File: src/rtl/ptr_auto_load.sv
// ptr_auto_load -- photoelectric tape reader responder.
//
// Tape-side end of the auto-tape-start handshake. A rising edge on
// PWR_AUTO_TAPE_START (seen while idle or faulted) starts one block read:
// the motor/brake is given START_MS to release, then 5-bit frames are
// requested from the tape frame source at reader speed (one every FRAME_MS)
// until the block's stop code is read. WAIT_FOR_TAPE is high for the whole
// block. A frame request left unanswered for TIMEOUT_MS raises a sticky
// TAPE_FAULT that only a new start edge (or reset) clears.
//
// Optional feature: define PTR_BLOCK_COUNT_EN to add BLOCK_COUNT, a
// saturating count of completed blocks.
//
// Ports:
//   CLOCK               in   system clock
//   rst                 in   synchronous active-high reset
//   tick_ms             in   one-CLOCK pulse every 1 ms
//   PWR_AUTO_TAPE_START in   level from turn_on; rising edge requests a block
//   TAPE_FRAME_REQ      out  request next frame from tape source
//   TAPE_FRAME_VALID    in   qualifies TAPE_FRAME
//   TAPE_FRAME          in   [4:0] frame data
//   RD_STROBE           out  one-cycle pulse, RD_DATA valid
//   RD_DATA             out  [4:0] last captured non-stop frame
//   WAIT_FOR_TAPE       out  high while a block read is in progress
//   BLOCK_DONE          out  one-cycle pulse when the stop code is read
//   TAPE_FAULT          out  sticky frame-request timeout
//   BLOCK_COUNT         out  [7:0] completed blocks (PTR_BLOCK_COUNT_EN only)

module ptr_auto_load #(
  parameter int         START_MS   = 20,
  parameter int         FRAME_MS   = 4,
  parameter int         TIMEOUT_MS = 1000,
  parameter logic [4:0] STOP_CODE  = 5'b10000
) (
  input  logic       CLOCK,
  input  logic       rst,
  input  logic       tick_ms,
  input  logic       PWR_AUTO_TAPE_START,
  output logic       TAPE_FRAME_REQ,
  input  logic       TAPE_FRAME_VALID,
  input  logic [4:0] TAPE_FRAME,
  output logic       RD_STROBE,
  output logic [4:0] RD_DATA,
  output logic       WAIT_FOR_TAPE,
  output logic       BLOCK_DONE,
`ifdef PTR_BLOCK_COUNT_EN
  output logic [7:0] BLOCK_COUNT,
`endif
  output logic       TAPE_FAULT
);

  typedef enum logic [2:0] {
    IDLE   = 3'd0,
    SPINUP = 3'd1,
    REQ    = 3'd2,
    CHECK  = 3'd3,
    PACE   = 3'd4,
    FAULT  = 3'd5
  } state_t;

  // A phase ends on the tick that brings its count up to the limit, so
  // compare against limit-1 while that tick is present.
  localparam logic [9:0] START_LAST   = 10'(START_MS - 1);
  localparam logic [9:0] FRAME_LAST   = 10'(FRAME_MS - 1);
  localparam logic [9:0] TIMEOUT_LAST = 10'(TIMEOUT_MS - 1);

  state_t     state_reg, state_next;
  logic [9:0] ms_cnt_reg, ms_cnt_next;
  logic       start_prev_reg;
  logic [4:0] frame_reg;
  logic       rd_strobe_reg;
  logic [4:0] rd_data_reg;
  logic       block_done_reg;
  logic       start_edge;
  logic       is_stop;

  assign start_edge = PWR_AUTO_TAPE_START & ~start_prev_reg;
  assign is_stop    = (frame_reg == STOP_CODE);

  // State register and ms counter
  always_ff @(posedge CLOCK) begin
    if (rst) begin
      state_reg      <= IDLE;
      ms_cnt_reg     <= '0;
      start_prev_reg <= 1'b0;
    end else begin
      state_reg      <= state_next;
      ms_cnt_reg     <= ms_cnt_next;
      start_prev_reg <= PWR_AUTO_TAPE_START;
    end
  end

  // Next-state logic
  always_comb begin
    state_next = state_reg;
    case (state_reg)
      IDLE, FAULT: begin
        if (start_edge) state_next = SPINUP;
      end
      SPINUP: begin
        if (tick_ms && (ms_cnt_reg == START_LAST)) state_next = REQ;
      end
      REQ: begin
        // A frame arriving on the timeout tick still counts.
        if (TAPE_FRAME_VALID) state_next = CHECK;
        else if (tick_ms && (ms_cnt_reg == TIMEOUT_LAST)) state_next = FAULT;
      end
      CHECK: begin
        state_next = is_stop ? IDLE : PACE;
      end
      PACE: begin
        if (tick_ms && (ms_cnt_reg == FRAME_LAST)) state_next = REQ;
      end
      default: state_next = IDLE;
    endcase
  end

  // ms counter restarts on every state change and saturates at all-ones.
  always_comb begin
    ms_cnt_next = ms_cnt_reg;
    if (state_next != state_reg) ms_cnt_next = '0;
    else if (tick_ms && (ms_cnt_reg != '1)) ms_cnt_next = ms_cnt_reg + 10'd1;
  end

  // Level outputs decoded from the state
  always_comb begin
    WAIT_FOR_TAPE  = 1'b0;
    TAPE_FRAME_REQ = 1'b0;
    TAPE_FAULT     = 1'b0;
    case (state_reg)
      SPINUP, CHECK, PACE: WAIT_FOR_TAPE = 1'b1;
      REQ: begin
        WAIT_FOR_TAPE  = 1'b1;
        TAPE_FRAME_REQ = 1'b1;
      end
      FAULT:   TAPE_FAULT = 1'b1;
      default: ;
    endcase
  end

  // Frame capture and the registered pulses leaving CHECK. BLOCK_DONE is
  // registered on the same edge that returns the FSM to IDLE, so it lines
  // up with WAIT_FOR_TAPE falling.
  always_ff @(posedge CLOCK) begin
    if (rst) begin
      frame_reg      <= '0;
      rd_strobe_reg  <= 1'b0;
      rd_data_reg    <= '0;
      block_done_reg <= 1'b0;
    end else begin
      if ((state_reg == REQ) && TAPE_FRAME_VALID) frame_reg <= TAPE_FRAME;
      rd_strobe_reg  <= (state_reg == CHECK) && !is_stop;
      block_done_reg <= (state_reg == CHECK) && is_stop;
      if ((state_reg == CHECK) && !is_stop) rd_data_reg <= frame_reg;
    end
  end

  assign RD_STROBE  = rd_strobe_reg;
  assign RD_DATA    = rd_data_reg;
  assign BLOCK_DONE = block_done_reg;

`ifdef PTR_BLOCK_COUNT_EN
  logic [7:0] block_count_reg;

  always_ff @(posedge CLOCK) begin
    if (rst) begin
      block_count_reg <= '0;
    end else if ((state_reg == CHECK) && is_stop && (block_count_reg != 8'hFF)) begin
      block_count_reg <= block_count_reg + 8'd1;
    end
  end

  assign BLOCK_COUNT = block_count_reg;
`endif

endmodule
File: config.mk
export PLATFORM = sky130hd
export DESIGN_NAME = ptr_auto_load
export DESIGN_NICKNAME = d
export VERILOG_FILES = /design/src/rtl/ptr_auto_load.sv
export SDC_FILE = /design/constraint.sdc
export NUM_CORES = 1
export LEC_CHECK = 0
export CORE_ASPECT_RATIO = 1.2
export CORE_MARGIN = 1.5
export CORE_UTILIZATION = 47
export DETAILED_ROUTE_END_ITERATION = 8
export PLACE_DENSITY = 0.74
export SLEW_MARGIN = 20
export SYNTH_ARGS = -nofsm -noshare
export SYNTH_HDL_FRONTEND = slang
export SYNTH_SLANG_ARGS = --single-unit
File: constraint.sdc
create_clock -name CLOCK -period 1.8 [get_ports CLOCK]
set_input_delay 0.36 -clock CLOCK [delete_from_list [all_inputs] [get_ports CLOCK]]
set_output_delay 0.36 -clock CLOCK [all_outputs]
set_load 0.05 [all_outputs]
# --- After elaboration in Yosys (flattened, before gate mapping) ---
# Index checks and enable logic that the tools add are counted.
totals:
  output_inout_bits: 10
  reg_bits: 26
  elab_cells: 43
  inputBits: 10
op_classes:
  n_bitwise: 2
  n_mux: 10
  eq_ne: 11
  n_reduce_logical: 12
  addsub: 1
ops:
  columns: ["op", "count"]
  rows:
  - ["$mux 3", 6]
  - ["$pmux 3 s5", 1]
  - ["$add 10x1->10 const B", 1]
  - ["$eq 10x10->1 const B", 1]
  - ["$eq 10x2->1 const B", 1]
  - ["$eq 10x5->1 const B", 1]
  - ["$ne 10x10->1 const B", 1]
  - ["$logic_and 1x1->1", 7]
  - ["$eq 3x2->1 const B", 2]
  - ["$eq 3x3->1 const B", 2]
  - ["$eq 5x5->1 const B", 1]
  - ["$reduce_or 2->1", 2]
  - ["$reduce_or 4->1", 1]
  - ["$eq 3x1->1 const B", 1]
  - ["$logic_not 3->1", 1]
  - ["$mux 1", 3]
  - ["$ne 3x3->1", 1]
  - ["$and 1x1->1", 1]
  - ["$logic_not 1->1", 1]
  - ["$not 1->1", 1]

# --- Depth between registers and ports, before layout ---
# Gate-level depths: netlist of run 1.
depth:
  ltp_word: 7
  depth_mapped: 9
  ltp_nobuf: 7

# --- Worst setup path after synthesis of run 1 ---
# OpenSTA, ideal clock, no wires.
synth_timing:
  path_kind: "register -> register"
  startpoint: "register state_reg[0]"
  endpoint: "register ms_cnt_reg[2]"
  slack_ns: -0.048
  t_arrival_ns: 1.760
  t_required_ns: 1.712
  n_path_buf: 2
  period_less_slack_ns: 1.848
  setup_ns: 0.088
  stages_incl_launch_ff: 8
  path_cell_list: "dfxtp_1 -> buf_6 -> or3_4 -> clkinv_2 -> nand2_1 -> a221o_1 -> buf_6 -> nor4_4"
synth_via:
  elab_chain_cells: 5
  word_cells_on_any_way: 15
  classes_between: "eq/ne: 6; mux: 6; reduce/logical: 3"
synth_rtl:
  columns: ["item", "line_no", "source"]
  rows:
  - ["start, declared", "67", "state_t state_reg, state_next;"]
  - ["start signal, assigned", "87", "state_reg <= state_next;"]
  - ["$eq 3x3->1 (tied with other cells)", "96", "case (state_reg)"]
  - ["$reduce_or 2->1 or $mux 3 (tied branches)", "96, 105", null]
  - ["$pmux 3 s5", "96", null]
  - ["$ne 3x3->1 (*)", "121", "if (state_next != state_reg) ms_cnt_next = '0;"]
  - ["$reduce_or 2->1 (no source line) (*)", null, null]
  - ["end signal, assigned", "88", "ms_cnt_reg <= ms_cnt_next;"]
  - ["end, declared", "68", "logic [9:0] ms_cnt_reg, ms_cnt_next;"]
# Mark *: on every way between the ends. The rest lies on a longest branch, timed or not.
# A chain may end at the register's enable or synchronous reset.

# --- Final worst setup path of run 1 ---
layout_timing:
  startpoint: "register ms_cnt_reg[0]"
  endpoint: "register ms_cnt_reg[6]"
layout_via:
  elab_chain_cells: 7
  word_cells_on_any_way: 16
  classes_between: "add/sub: 1; eq/ne: 5; mux: 5; reduce/logical: 5"
layout_rtl:
  columns: ["item", "line_no", "source"]
  rows:
  - ["$eq 10x10->1", "106", "else if (tick_ms && (ms_cnt_reg == TIMEOUT_LAST)) state_next = FAULT;"]
  - ["$logic_and 1x1->1", "106", null]
  - ["$mux 3", "106", null]
  - ["$mux 3", "105", "if (TAPE_FRAME_VALID) state_next = CHECK;"]
  - ["$pmux 3 s5", "96", null]
  - ["$ne 3x3->1", "121", null]
  - ["$reduce_or 2->1 (no source line)", null, null]
# Several ways; a longest one is shown, not always the timed one.

==> results.md, run 1 <==
- Clk pin slew, worst setup/hold paths: 0.15 ns
- Fin cells: 214
- Clk pwr share: 36.4%
- Detailed Routing Iterations Pass 1: 4
- Final wirelength: approximately 2900 um
- Synth Area per Inst: 8.62 um^2
- Startpoint types: flip-flop
- Final core occ: 66.8%
- Die X: 51.2 um
- Worst-case clock buffer depth: 2
- Max Cap Violations: 0
- Reg2reg end: ms_cnt_reg[6]$_SDFFE_PP0P_
- Slew Limit Fails: 0
- Worst-Margin Slew: 0.435 ns
- Total leakage power: roughly 0.00068 uW
- DP HPWL: approximately 2000 um
- TritonCTS Buffers: 3
- Vias in the first global route: 1,098
- DRT iter0 DRCs: 39
- Clock sinks: 26
- Synthesized flop and latch total: 26
- Net switching power: 242 uW
- Hold WS: 0.467 ns
- Critical-path top delay cell: a221o_1
- Slew HR: 70.9%
- Crit path DAT: 2.04 ns
- H-tree levels: 1
- Largest net degree at the start of global routing: 17
- Setup CP Type: flip-flop to flip-flop
- Worst R2R Setup Slack: 0.03 ns
- Max stage delay on crit path: 0.38 ns
- Most frequent cells in the layout: nor2_1, buf_4, dfxtp_1
- Switching part of the total: 21.8%
- DRT antenna net count: 0
- Via-per-instance ratio: 5.69
- IO buf count: 19
- Mapped Nets: 163
- Status: finished clean
- Worst r2r src: ms_cnt_reg[0]$_SDFFE_PP0P_
- First-pass GRT wire length: ~4600 um
- Seq/Total Area, Yosys: 39.7%
- Core area: roughly 0.0026 mm^2
- Worst skew pair latency: roughly 0.33 ns
- Netlist Area Pre-Place: 0.00131 mm^2
- R2R depth: 7
- Critical Path Start: ms_cnt_reg[0]$_SDFFE_PP0P_
- Logic pwr share: between 10% and 20%
- Tmin final: around 1.8 ns
- Largest register FFs: 10
- Die footprint: between 0.003 and 0.004 mm^2
- P_int: 868 uW
- # DRC: 0
- Area growth syn-to-layout: 32.8%
- Hold violation total from the final report: 0
- Grt total ovfl: 0
- Crit. End Element: flip-flop
- CTS tree: built
- Worst Skew: 0.00970 ns
- NumNets Final: 193
- Flop pwr share: between 50% and 60%
- Total track usage: 19.5%
- Cells after synthesis: 152
- Ports: 20
- Fill cell count: roughly 220
- Yosys warning total: 0
- Most common cell after layout, fill and taps aside: nor2_1
- Power Total: 1110 uW
- Initial antenna violation count: 0
- WL/cell: 13.6 um
- Final Cycle Share: 98.5%
- Root buf cell: clkbuf_4
- Max frequency: 564 MHz
- Via count: approximately 1.2k
- DP Cell Count: ~200
- Post-route cell area: roughly 0.0017 mm^2
- Critical Path, Cell by Cell: ha_4 > buf_4 > nand4_1 > o21ai_0 > a221o_1 > buf_2 > nor3_1
- Die height: 60.8 um
- Critical path required time: 2.06 ns
- Layout cell share with drive strength beyond 1: ~28%
- Std cell rows: 20
- Number of antenna cells inserted: 0
- Worst-path fanout max: 6
- Placer Congestion: 0.916
- Initial core utilization: 50.3%
- RSZ-0062 raised after global routing: true
- Setup violators final: 0
- Setup crit end: ms_cnt_reg[6]$_SDFFE_PP0P_
- Class of the worst hold path: flip-flop to flip-flop
- Peak supply drop: 0.482 mV
- Placed Instance Area: between 0.0015 and 0.002 mm^2
- Cts hold-fix bufs: 0
- Pwr/cell area: about 640 mW/mm^2
- Count of cell types in the netlist: 41
-- worst min path at each step --
stage                         startpoint                 endpoint  slack, ns  cells past startpoint
4_1_cts          RD_DATA[4]$_SDFFE_PP0P_  RD_DATA[4]$_SDFFE_PP0P_       0.47                      2
6_report         RD_DATA[4]$_SDFFE_PP0P_  RD_DATA[4]$_SDFFE_PP0P_       0.47                      2
3_5_place_dp     RD_DATA[4]$_SDFFE_PP0P_  RD_DATA[4]$_SDFFE_PP0P_       0.45                      2
3_3_place_gp     RD_DATA[4]$_SDFFE_PP0P_  RD_DATA[4]$_SDFFE_PP0P_       0.44                      2
5_1_grt          RD_DATA[4]$_SDFFE_PP0P_  RD_DATA[4]$_SDFFE_PP0P_       0.51                      2
2_1_floorplan  frame_reg[2]$_SDFFE_PP0P_  RD_DATA[2]$_SDFFE_PP0P_       0.48                      2
-- timing repair --
| action | 4_1_cts | 5_1_grt |
|---|---|---|
| setup endpoints to repair | 10 | 13 |
| buffers inserted | 0 | 3 |
| gates resized for setup | 3 | 16 |
| pin swaps | 1 | 6 |
| gates cloned | 0 | 1 |
-- critical path, delay by kind of cell (launching register included) --
kind,cells,cell delay [ns]
flops,1,0.37
compound gates,2,0.51
simple gates,2,0.38
fa+ha+maj,1,0.16
buf+inv,2,0.31
-- kinds of logic (layout without fill, tap and decap cells) --
kind of cell	Yosys count	in the layout	share of synthesized area, %
DFF	26	26	39.7
adders and majority gates	1	1	0.955
buffers and inverters	16	45	6.97
AOI/OAI and AO/OA	24	24	12.8
and+or+nand+nor	68	68	27.4
muxes	8	8	6.11
xor gates and xnor gates	9	9	6.02
-- power groups by stage --
stage | combinational (uW) | clock (uW) | sequential [uW]
after floorplan | 58.9 | 0 | 597
after detailed placement | 104 | 0 | 600
final | 118 | 404 | 589
after CTS | 107 | 410 | 587
after global routing | 125 | 433 | 590
after global placement | 102 | 0 | 599
-- per-layer routing --
layer | GRT usage, % | part of all wire, %
met5 | 0 | 0
met4 | 10.0 | 1.9
met3 | 2.96 | 3.4
met2 | 33.8 | 50
met1 | 23.4 | 45
-- per-stage QoR --
step | worst slack, ns | TNS [ns]
final | 0.0274 | 0
after global routing | -0.0351 | -0.136
after CTS | -0.0337 | -0.0510
after detailed placement | -0.383 | -4.12
after global placement | -0.284 | -2.80
after floorplan | 0.0140 | 0
-- final cells by class --
cell class | instances | area (um^2) | area share (%)
timing repair buffer | 35 | 327 | 18.8
inverter | 6 | 27.5 | 1.58
tap | 33 | 41.3 | 2.37
sequential | 26 | 529 | 30.4
clock inverter | 1 | 30.0 | 1.73
multi-input combinational | 110 | 762 | 43.8
clock buffer | 3 | 22.5 | 1.29
-- synth_stat cells --
cell type / number / share of area [%]
dfxtp_1: 26 / 40
nor2_1: 23 / 6.6
nor3_1: 15 / 5.7
a21oi_1: 8 / 3.1
mux2i_1: 8 / 6.1
nand2_1: 8 / 2.3
xnor2_1: 5 / 3.3
inv_1: 4 / 1.1
nand4_1: 4 / 1.9
xor2_1: 4 / 2.7
and3_1: 3 / 1.4
buf_2: 3 / 1.1
buf_6: 3 / 2.6
clkbuf_1: 3 / 0.86
o21ai_0: 3 / 1.1
nand2b_1: 2 / 0.95
nand3_1: 2 / 0.76
nor2b_1: 2 / 0.95
o211ai_1: 2 / 1.1
o21a_1: 2 / 1.1
o31a_1: 2 / 1.3
a211oi_1: 1 / 0.57
a221o_1: 1 / 0.76
a22oi_1: 1 / 0.57
a31o_2: 1 / 0.67
a41oi_1: 1 / 0.67
and2_1: 1 / 0.48
and4_1: 1 / 0.67
buf_4: 1 / 0.57
clkinv_2: 1 / 0.38
ha_1: 1 / 0.95
inv_2: 1 / 0.29
nand3b_1: 1 / 0.57
nand3b_2: 1 / 0.86
nor3b_1: 1 / 0.57
nor4_4: 1 / 1.6
nor4b_1: 1 / 0.67
o22ai_1: 1 / 0.48
o41ai_2: 1 / 1.2
or3_1: 1 / 0.48
or3_4: 1 / 0.86
Power figures use the tool's default switching activity.
==> inputs of run 2 (changes only) <==
SKIP_LAST_GASP = 1   (was unset)
==> results.md, run 2 (synthesis results as in run 1) <==
- Worst-case clock buffer depth: 2 (unchanged)
- Area growth syn-to-layout: 31.4%
- Tmin final: 1.81 ns (+0.0330 ns)
- NumNets Final: 193 (unchanged)
- Top Family by Delay on Critical Path: compound AO/OA/AOI/OAI gates
- Slew Limit Fails: 0 (unchanged)
- Total leakage power: 0.000677 uW (-0.69%)
- DRT antenna net count: 0 (unchanged)
- Largest net degree at the start of global routing: 17 (unchanged)
- Ports: 20 (unchanged)
- Fill cell count: 225 (+4.7%)
- Number of antenna cells inserted: 0 (unchanged)
- Die X: 51.2 um (unchanged)
- Die height: 60.8 um (unchanged)
- Worst-Margin Slew: 0.430 ns (-0.00434 ns)
- Highest routed layer: met4
- Peak supply drop: 0.487 mV (+0.91%)
- Crit. End Element: flip-flop
- CTS tree: built
- IO buf count: 19 (unchanged)
- Placer Congestion: 0.916 (unchanged)
- Worst Path Buf+Inv: 2 (unchanged)
- Via count: 1,210 (-0.58%)
- DP HPWL: 2000 um (unchanged)
- Setup violators final: 1 (+1)
- Most common cell after layout, fill and taps aside: nor2_1
- # DRC: 0 (unchanged)
- Startpoint types: flip-flop
- Final WS setup: -0.00552 ns (-0.0330 ns)
- Met1 Wirelength: 1320 um (+1.3%)
- Vias in the first global route: 1,098 (unchanged)
- Total track usage: 19.5% (unchanged)
- Fin cells: 214 (unchanged)
- Hold WS: 0.468 ns (+0.000392 ns)
- TritonCTS Buffers: 3 (unchanged)
- Worst skew pair latency: 0.33 ns (about the same)
- First-pass GRT wire length: 4620 um (unchanged)
- Clock sinks: 26 (unchanged)
- Initial antenna violation count: 0 (unchanged)
- Die footprint: 0.00311 mm^2 (unchanged)
- Critical-path top delay cell: a221o_1
- Detailed Routing Iterations Pass 1: 5 (+1)
- DRT iter0 DRCs: 28 (-28%)
- Failing checks: setup timing
- Std cell rows: 20 (unchanged)
- Critical Path, Cell by Cell: ha_4 > buf_4 > nand4_1 > o21ai_0 > a221o_1 > buf_6 > nor3_1
- Initial core utilization: 50.3% (unchanged)
- DP Cell Count: 206 (unchanged)
- Pwr/cell area: 644 mW/mm^2 (+0.81%)
- RSZ-0062 raised after global routing: true
- Critical path required time: 2.05 ns (about the same)
- Root buf cell: clkbuf_4
- Cts hold-fix bufs: 0 (unchanged)
- Max stage delay on crit path: 0.38 ns (about the same)
- Most frequent cells in the layout: nor2_1, dfxtp_1, buf_4
- Class of the worst hold path: flip-flop to flip-flop
- Layout cell share with drive strength beyond 1: 25.4% (-2.8 points)
- Max Cap Violations: 0 (unchanged)
- Clk pin slew, worst setup/hold paths: 0.15 ns (about the same)
- H-tree levels: 1 (unchanged)
- Via-per-instance ratio: 5.65 (-0.58%)
- Status: finished, violations left
- Crit path DAT: 2.05 ns (about the same)
- Final Cycle Share: 100% (+1.8 points)
- Worst-path fanout max: 6 (unchanged)
- Grt total ovfl: 0 (unchanged)
- Largest register FFs: 10 (unchanged)
- Setup CP Type: flip-flop to flip-flop
- Max frequency: 554 MHz (-1.8%)
- Core area: 0.00260 mm^2 (unchanged)
- WL/cell: 13.4 um (-1.7%)
- Final wirelength: 2870 um (-1.7%)
- Met3 wire len: 83 um (-16%)
- Slew HR: 71.2% (+0.29 points)
- Wire length on met2: 1420 um (-3.4%)
- Hold violation total from the final report: 0 (unchanged)
- Worst Skew: 0.00455 ns (-0.00515 ns)
## run 2: cell types whose count changed in the layout (fill, tap and decap cells not counted)
| cell | delta |
|---|---|
| nor3_1 | +3 |
| nor3_2 | -3 |
| dfxtp_1 | +2 |
| dfxtp_2 | -2 |
## run 2: worst paths after layout
| check | start | end | slack, ns | cells after the start |
|---|---|---|---|---|
| max reg2reg | ms_cnt_reg[0]$_SDFFE_PP0P_ | ms_cnt_reg[0]$_SDFFE_PP0P_ | -0.006 | 7 |
| min reg2reg | RD_DATA[4]$_SDFFE_PP0P_ | RD_DATA[4]$_SDFFE_PP0P_ | 0.47 | 2 |
| min | RD_DATA[4]$_SDFFE_PP0P_ | RD_DATA[4]$_SDFFE_PP0P_ | 0.47 | 2 |
| max | ms_cnt_reg[0]$_SDFFE_PP0P_ | ms_cnt_reg[0]$_SDFFE_PP0P_ | -0.006 | 7 |
## run 2: metal layers
layer / vias to the layer above / track usage (%)
li1: 588 / -
met1: 588 / 23.4
met2: 27 / 33.8
met3: 7 / 2.96
met4: 0 / 10.0
met5: - / 0
## run 2: per-stage QoR
| stage | instance area, um^2 | total power (uW) | TNS, ns | util, % | worst slack (ns) |
|---|---|---|---|---|---|
| floorplan | 1310 | 656 | 0 | - | 0.0140 |
| global placement | 1580 | 701 | -2.80 | 60.7 | -0.284 |
| CTS | 1650 | 1100 | -0.0510 | 63.4 | -0.0337 |
| detailed placement | 1580 | 704 | -4.12 | 60.7 | -0.383 |
| global route | 1720 | 1140 | -0.165 | 66.2 | -0.0408 |
| finish | 1720 | 1110 | -0.00552 | 66.2 | -0.00552 |
## run 2: layout make-up
type                            count  area, um^2  area share (%)
Clock inverter                      1        30.0            1.74
Inverter                            6        27.5            1.60
Multi-Input combinational cell    110         747            43.4
Clock buffer                        3        22.5            1.31
Tap cell                           33        41.3            2.40
Timing Repair Buffer               35         327            19.0
Sequential cell                    26         527            30.6
## run 2: where the power goes
part	total (uW)	switching [uW]	internal, uW
Clock	405	180	225
Combinational	115	53.8	60.8
Sequential	589	7.00	582
Total	1110	240	868
## run 2: worst min-delay path, stage by stage (launching register included)
cell	delay, ns
dfxtp_1	0.34
inv_1	0.05
a211oi_1	0.05
## run 2: what timing repair did
item / in CTS / in global routing
endpoints found under the setup margin: 10 / 13
pin swaps: 1 / 6
gates cloned: 0 / 1
setup buffers: 0 / 3
resized for setup: 3 / 11
==> patch 1: new RTL, config.mk and constraints of run 1 <==
Compare `ms_cnt_reg` against `FRAME_LAST` with >= in place of ==.
--- a/src/rtl/ptr_auto_load.sv
+++ b/src/rtl/ptr_auto_load.sv
@@ -111,3 +111,3 @@
       PACE: begin
-        if (tick_ms && (ms_cnt_reg == FRAME_LAST)) state_next = REQ;
+        if (tick_ms && (ms_cnt_reg >= FRAME_LAST)) state_next = REQ;
       end
Check against the original RTL: no difference found for any inputs over 10 cycles, from zero or initial values and one cycle with rst high; that may be too few to reach the edited logic, so the function may still have changed.
==> patch 1 against run 1 <==
The run now ends with negative setup slack left. Die area is 3.1% higher. Global-route usage is 1.9 points higher. Routed wire length is 15% higher. Total power hardly changed. First-iteration DRC count is 10% lower. Sequential cell count stayed put. Fmax is 4.1% lower. Worst setup slack worse by 77 ps. Core utilization is 0.20 points higher. Design area is 6.3% higher. Area after synthesis is 3.2% higher. Critical endpoint is now TAPE_FRAME_REQ. Largest power group unchanged. Highest routed layer unchanged.
==> patch 1: results (changes against run 1) <==
[layout]
drive_gt1_share_pct=31.7  ; +3.5 points
multi_input_area_sq_um=835  ; +9.5%
inverters=7  ; +1
seq_share_pct=28.6  ; -1.9 points
buffers=39  ; +11%
multi_input_cells=107  ; -2.7%
final-nonclk-buf-share_pct=19.4  ; +0.64 points
fin_util_pct=67.0  ; +0.20 points
final_nets=195  ; +1.0%

[placement]
place_inst=208  ; +0.97%
place_area_sq_mm=0.00165  ; +4.4%
dp_slack_ps=-262  ; +121 ps

[timing]
setup_viol=1  ; +1
relSlewSlack_pct=67.2  ; -3.8 points
clock_skew_ps=15.2  ; +5.52 ps
setup_slack_ps=-49.3  ; -76.7 ps

[yosys]
synth.avg_cell_area_sq_um=9.02  ; +4.6%
synth_nets=161  ; -1.2%
netlist_top_cells_area=dfxtp_1 38%, mux2i_1 6.7%, nor4_1 4.2%, nand2_1 3.6%, nor2_1 3.1%
ys_top_cells_by_count=26 x dfxtp_1, 13 x nand2_1, 11 x nor2_1, 9 x mux2i_1, 9 x nor4_1

[status]
failed_checks=negative setup slack
status=complete, but fails checks

[critical_path]
r2r_cells=6  ; -1
critical_path.max_stage_delay_ps=410  ; +30 ps
cpMaxStageDelayCell=or3_4
cp_top_family=simple AND/OR/NAND/NOR gates

[routing]
drt_iter0_drc=35  ; -10%
via_per_inst=5.86  ; +3.1%
post_drt_wl_per_cell_microns=15.5  ; +14%

[grt]
grt_usage_pct=21.4  ; +1.9 points
grt_pass1_vias=1248  ; +14%

[power_and_ir_drop]
p_clk_mw=0.416  ; +3%

-- patch 1: cell types whose count changed after synthesis, moves of 4 or more --
cell / change
nor2_1: -12
nor3_1: -12
nor4_1: +9
nand2_1: +5
o21ai_0: +4
xnor2_1: -4
-- patch 1: tightest hold or removal path, cell delays in order (launching register included) --
cell and delay [ps]:
dfxtp_1 340, inv_1 50, a21oi_1 50
-- patch 1: timing repair --
item / 4_1_cts / 5_1_grt
resized for setup: 7 / 18
pin swaps: 0 / 3
setup buffers: 2 / 3
setup endpoints to repair: 5 / 10
-- patch 1: per-layer routing --
layer | up-vias | track usage (%) | share of wire, %
li1 | 622 | - | -
met1 | 612 | 24.4 | 42
met2 | 32 | 38.5 | 53
met3 | 6 | 3.59 | 3.7
met4 | 0 | 10.9 | 1.7
met5 | - | 0 | 0
-- patch 1: cells by family (layout without fill, tap and decap cells) --
family                   after synthesis  count (layout)  synth area share (%)
buffers and inverters                 17              50                  7.12
AO/OA/AOI/OAI                         28              28                  14.0
XOR/XNOR                               4               4                  2.59
adder cells (fa/ha/maj)                1               1                 0.925
multiplexers                           9               9                  6.66
AND/OR/NAND/NOR                       65              65                  30.2
flip-flops                            26              26                  38.5
-- patch 1: worst max path at each step --
stage                                       start                          to  slack, ps
final                     state_reg[1]$_SDFF_PP0_              TAPE_FRAME_REQ        -50
after global routing      state_reg[1]$_SDFF_PP0_              TAPE_FRAME_REQ       -100
after CTS                 state_reg[1]$_SDFF_PP0_              TAPE_FRAME_REQ        -60
after detailed placement                  tick_ms  ms_cnt_reg[9]$_SDFFE_PP0P_       -260
after global placement                    tick_ms  ms_cnt_reg[4]$_SDFFE_PP0P_       -180
after floorplan           state_reg[2]$_SDFF_PP0_   frame_reg[0]$_SDFFE_PP0P_         80
==> patch 2: new RTL, flow settings as in run 1 <==
Without the edit above. Add a define of `PTR_BLOCK_COUNT_EN`.
--- a/src/rtl/ptr_auto_load.sv
+++ b/src/rtl/ptr_auto_load.sv
@@ -27,2 +27,4 @@
 //   BLOCK_COUNT         out  [7:0] completed blocks (PTR_BLOCK_COUNT_EN only)
+
+`define PTR_BLOCK_COUNT_EN
 
Check against the original RTL (old outputs only; new: BLOCK_COUNT): equivalent (equiv_simple and equiv_induct, registers matched by name and starting in step).
==> patch 2 against run 1 <==
The run now ends with negative setup slack left. Worst setup slack got worse by 290 ps. Global-route usage increased by 4.3 points. Routed wire length increased by 53%. Total power increased by 32%. Die area increased by 25%. Sequential cell count increased by 8. Area after synthesis increased by 26%. Design area increased by 36%. Via count increased by 40%. Highest routed layer unchanged.
==> patch 2: results (changes against run 1) <==
[grt]
grt_usage_pct=23.7  ; +4.3 points
grt_pass1_vias=1621  ; +48%
antenna_found_initial=0  ; unchanged
grt_max_degree=25  ; +8
grt_pass1_wl_microns=7190  ; +56%

[layout]
antenna_cells=0  ; unchanged
fin_cells=287  ; +34%
largest_reg_flops=10  ; unchanged
drive_gt1_share_pct=34.0  ; +5.8 points
final_nets=261  ; +35%
fillers=267  ; +24%

[yosys]
netlist_top_cells_area=dfxtp_1 41%, a21oi_1 5.7%, nor2_1 4.5%, mux2i_1 3.6%, nand3_1 3.3%
synth_edf_count=0  ; unchanged
synth_nets=210  ; +29%
yosysSeqAreaShare_pct=41.1  ; +1.4 points
synthCells=198  ; +30%
ys_types=43  ; +4.9%
synthArstFlopShare_pct=0  ; unchanged
yosysWarnings=0  ; unchanged
ys_top_cells_by_count=34 x dfxtp_1, 20 x nor2_1, 19 x a21oi_1, 11 x clkbuf_1, 11 x nand3_1
synthFlopType=dfxtp_1

[routing]
drt_iter0_drc=82  ; +110%
m1WireLength_microns=1800  ; +39%
dr_wl_met3_microns=187  ; +89%
first_pass_iters=4  ; unchanged
met2WireLength_microns=2410  ; +65%
post_drt_wl_per_cell_microns=15.6  ; +14%
num_vias=1702  ; +40%
top_layer=met4

[placement]
place_inst=277  ; +34%
place_area_sq_mm=0.00214  ; +36%
hpwl_microns=3270  ; +63%
place.gp.congestion=0.845  ; -7.8%
portBuffers=27  ; +8

[status]
failed_checks=negative setup slack
status=complete, but fails checks

[clock_tree]
postCtsHoldBufs=0  ; unchanged
cts_buffer_depth=2  ; unchanged
clk_pin_slew_worst_paths_ps=70  ; -80 ps
h-tree-depth=2  ; +1
clockRootBuffer=clkbuf_8
worst_skew_pair.late_latency_ps=290  ; -40 ps
cts_made_buffers=5  ; +2

[timing]
relSlewSlack_pct=66.9  ; -4.0 points
layout_min_cycle_time_ps=2060  ; +292 ps
clock_skew_ps=5.13  ; -4.56 ps
setup_slack_ps=-264  ; -292 ps
setup_viol=8  ; +8

[min_path]
hp-class=reg2reg

[critical_path]
arrival_ps=2290  ; +250 ps
critPathMaxFanout=6  ; unchanged

[run]
maxCapViolCount=0  ; unchanged

[power_and_ir_drop]
swShare_pct=23.7  ; +1.9 points
vdd_drop_max_uv=576  ; +19%
leakage_nw=0.858  ; +26%

patch 2: cell types whose count changed in the layout (fill, tap and decap cells not counted), moves of 5 or more:
cell and change:
a21oi_1 +9, buf_4 +19, clkbuf_8 +6, dfxtp_1 +11, nand3_1 +8, nor3_1 -5
patch 2: stage by stage:
stage	setup WS, ps	TNS, ps
floorplan	-323	-1280
global placement	-267	-2770
detailed placement	-301	-3670
CTS	-242	-1430
global route	-289	-1980
finish	-264	-1560
patch 2: path summary, 6_finish.rpt:
kind	cells after the start	from	to	slack (ps)
worst max register to register	5	frame_reg[1]$_SDFFE_PP0P_	BLOCK_COUNT[7]$_SDFFE_PP0P_	-260
worst min register to register	2	RD_DATA[2]$_SDFFE_PP0P_	RD_DATA[2]$_SDFFE_PP0P_	460
worst max-delay path	5	frame_reg[1]$_SDFFE_PP0P_	BLOCK_COUNT[7]$_SDFFE_PP0P_	-260
worst min-delay path	2	RD_DATA[2]$_SDFFE_PP0P_	RD_DATA[2]$_SDFFE_PP0P_	460
patch 2: cell families after synthesis:
kind of cell             Yosys count  share of synthesized area [%]
XOR/XNOR                           4                           2.12
AO/OA/AOI/OAI                     48                           18.7
buffers and inverters             18                           4.16
multiplexers                       7                           4.54
AND/OR/NAND/NOR                   85                           27.8
flip-flops                        34                           41.1
adder cells (fa/ha/maj)            2                           1.51
patch 2: critical path, cell delays in order, from the launching register on:
cell	delay, ps
dfxtp_2	320
or4b_4	540
or3_4	360
buf_6	140
or4_4	500
a21oi_1	140
patch 2: power groups by stage:
stage               clock network, mW  logic, mW  registers [mW]
floorplan                           0     0.0507           0.779
finish                          0.591      0.116           0.763
detailed placement                  0      0.109           0.781
global route                    0.633      0.124           0.764
global placement                    0      0.106           0.780
CTS                             0.607      0.109           0.763
patch 2: repair_timing:
| item | in CTS | in global routing |
|---|---|---|
| cloned | 0 | 1 |
| endpoints found under the setup margin | 8 | 19 |
| setup buffers | 0 | 1 |
| gates resized for setup | 4 | 23 |
| pin swaps | 3 | 3 |
patch 2: metal layers:
| layer | global-route usage, % | vias up |
|---|---|---|
| met1 | 26.3 | 810 |
| met4 | 8.14 | 0 |
| met3 | 6.43 | 11 |
| met2 | 43.8 | 48 |
| li1 | - | 833 |
| met5 | 0 | - |
patch 2: cell type report:
cell class              instances  area [sq um]  share of cell area (%)
well taps                      37          46.3                    1.96
clock buffers                   6          82.6                    3.49
inverters                       6          22.5                   0.952
clock inverters                 2          12.5                   0.529
multi-input cells             146          1030                    43.5
flip-flops and latches         34           686                    29.0
repair buffers                 56           488                    20.6
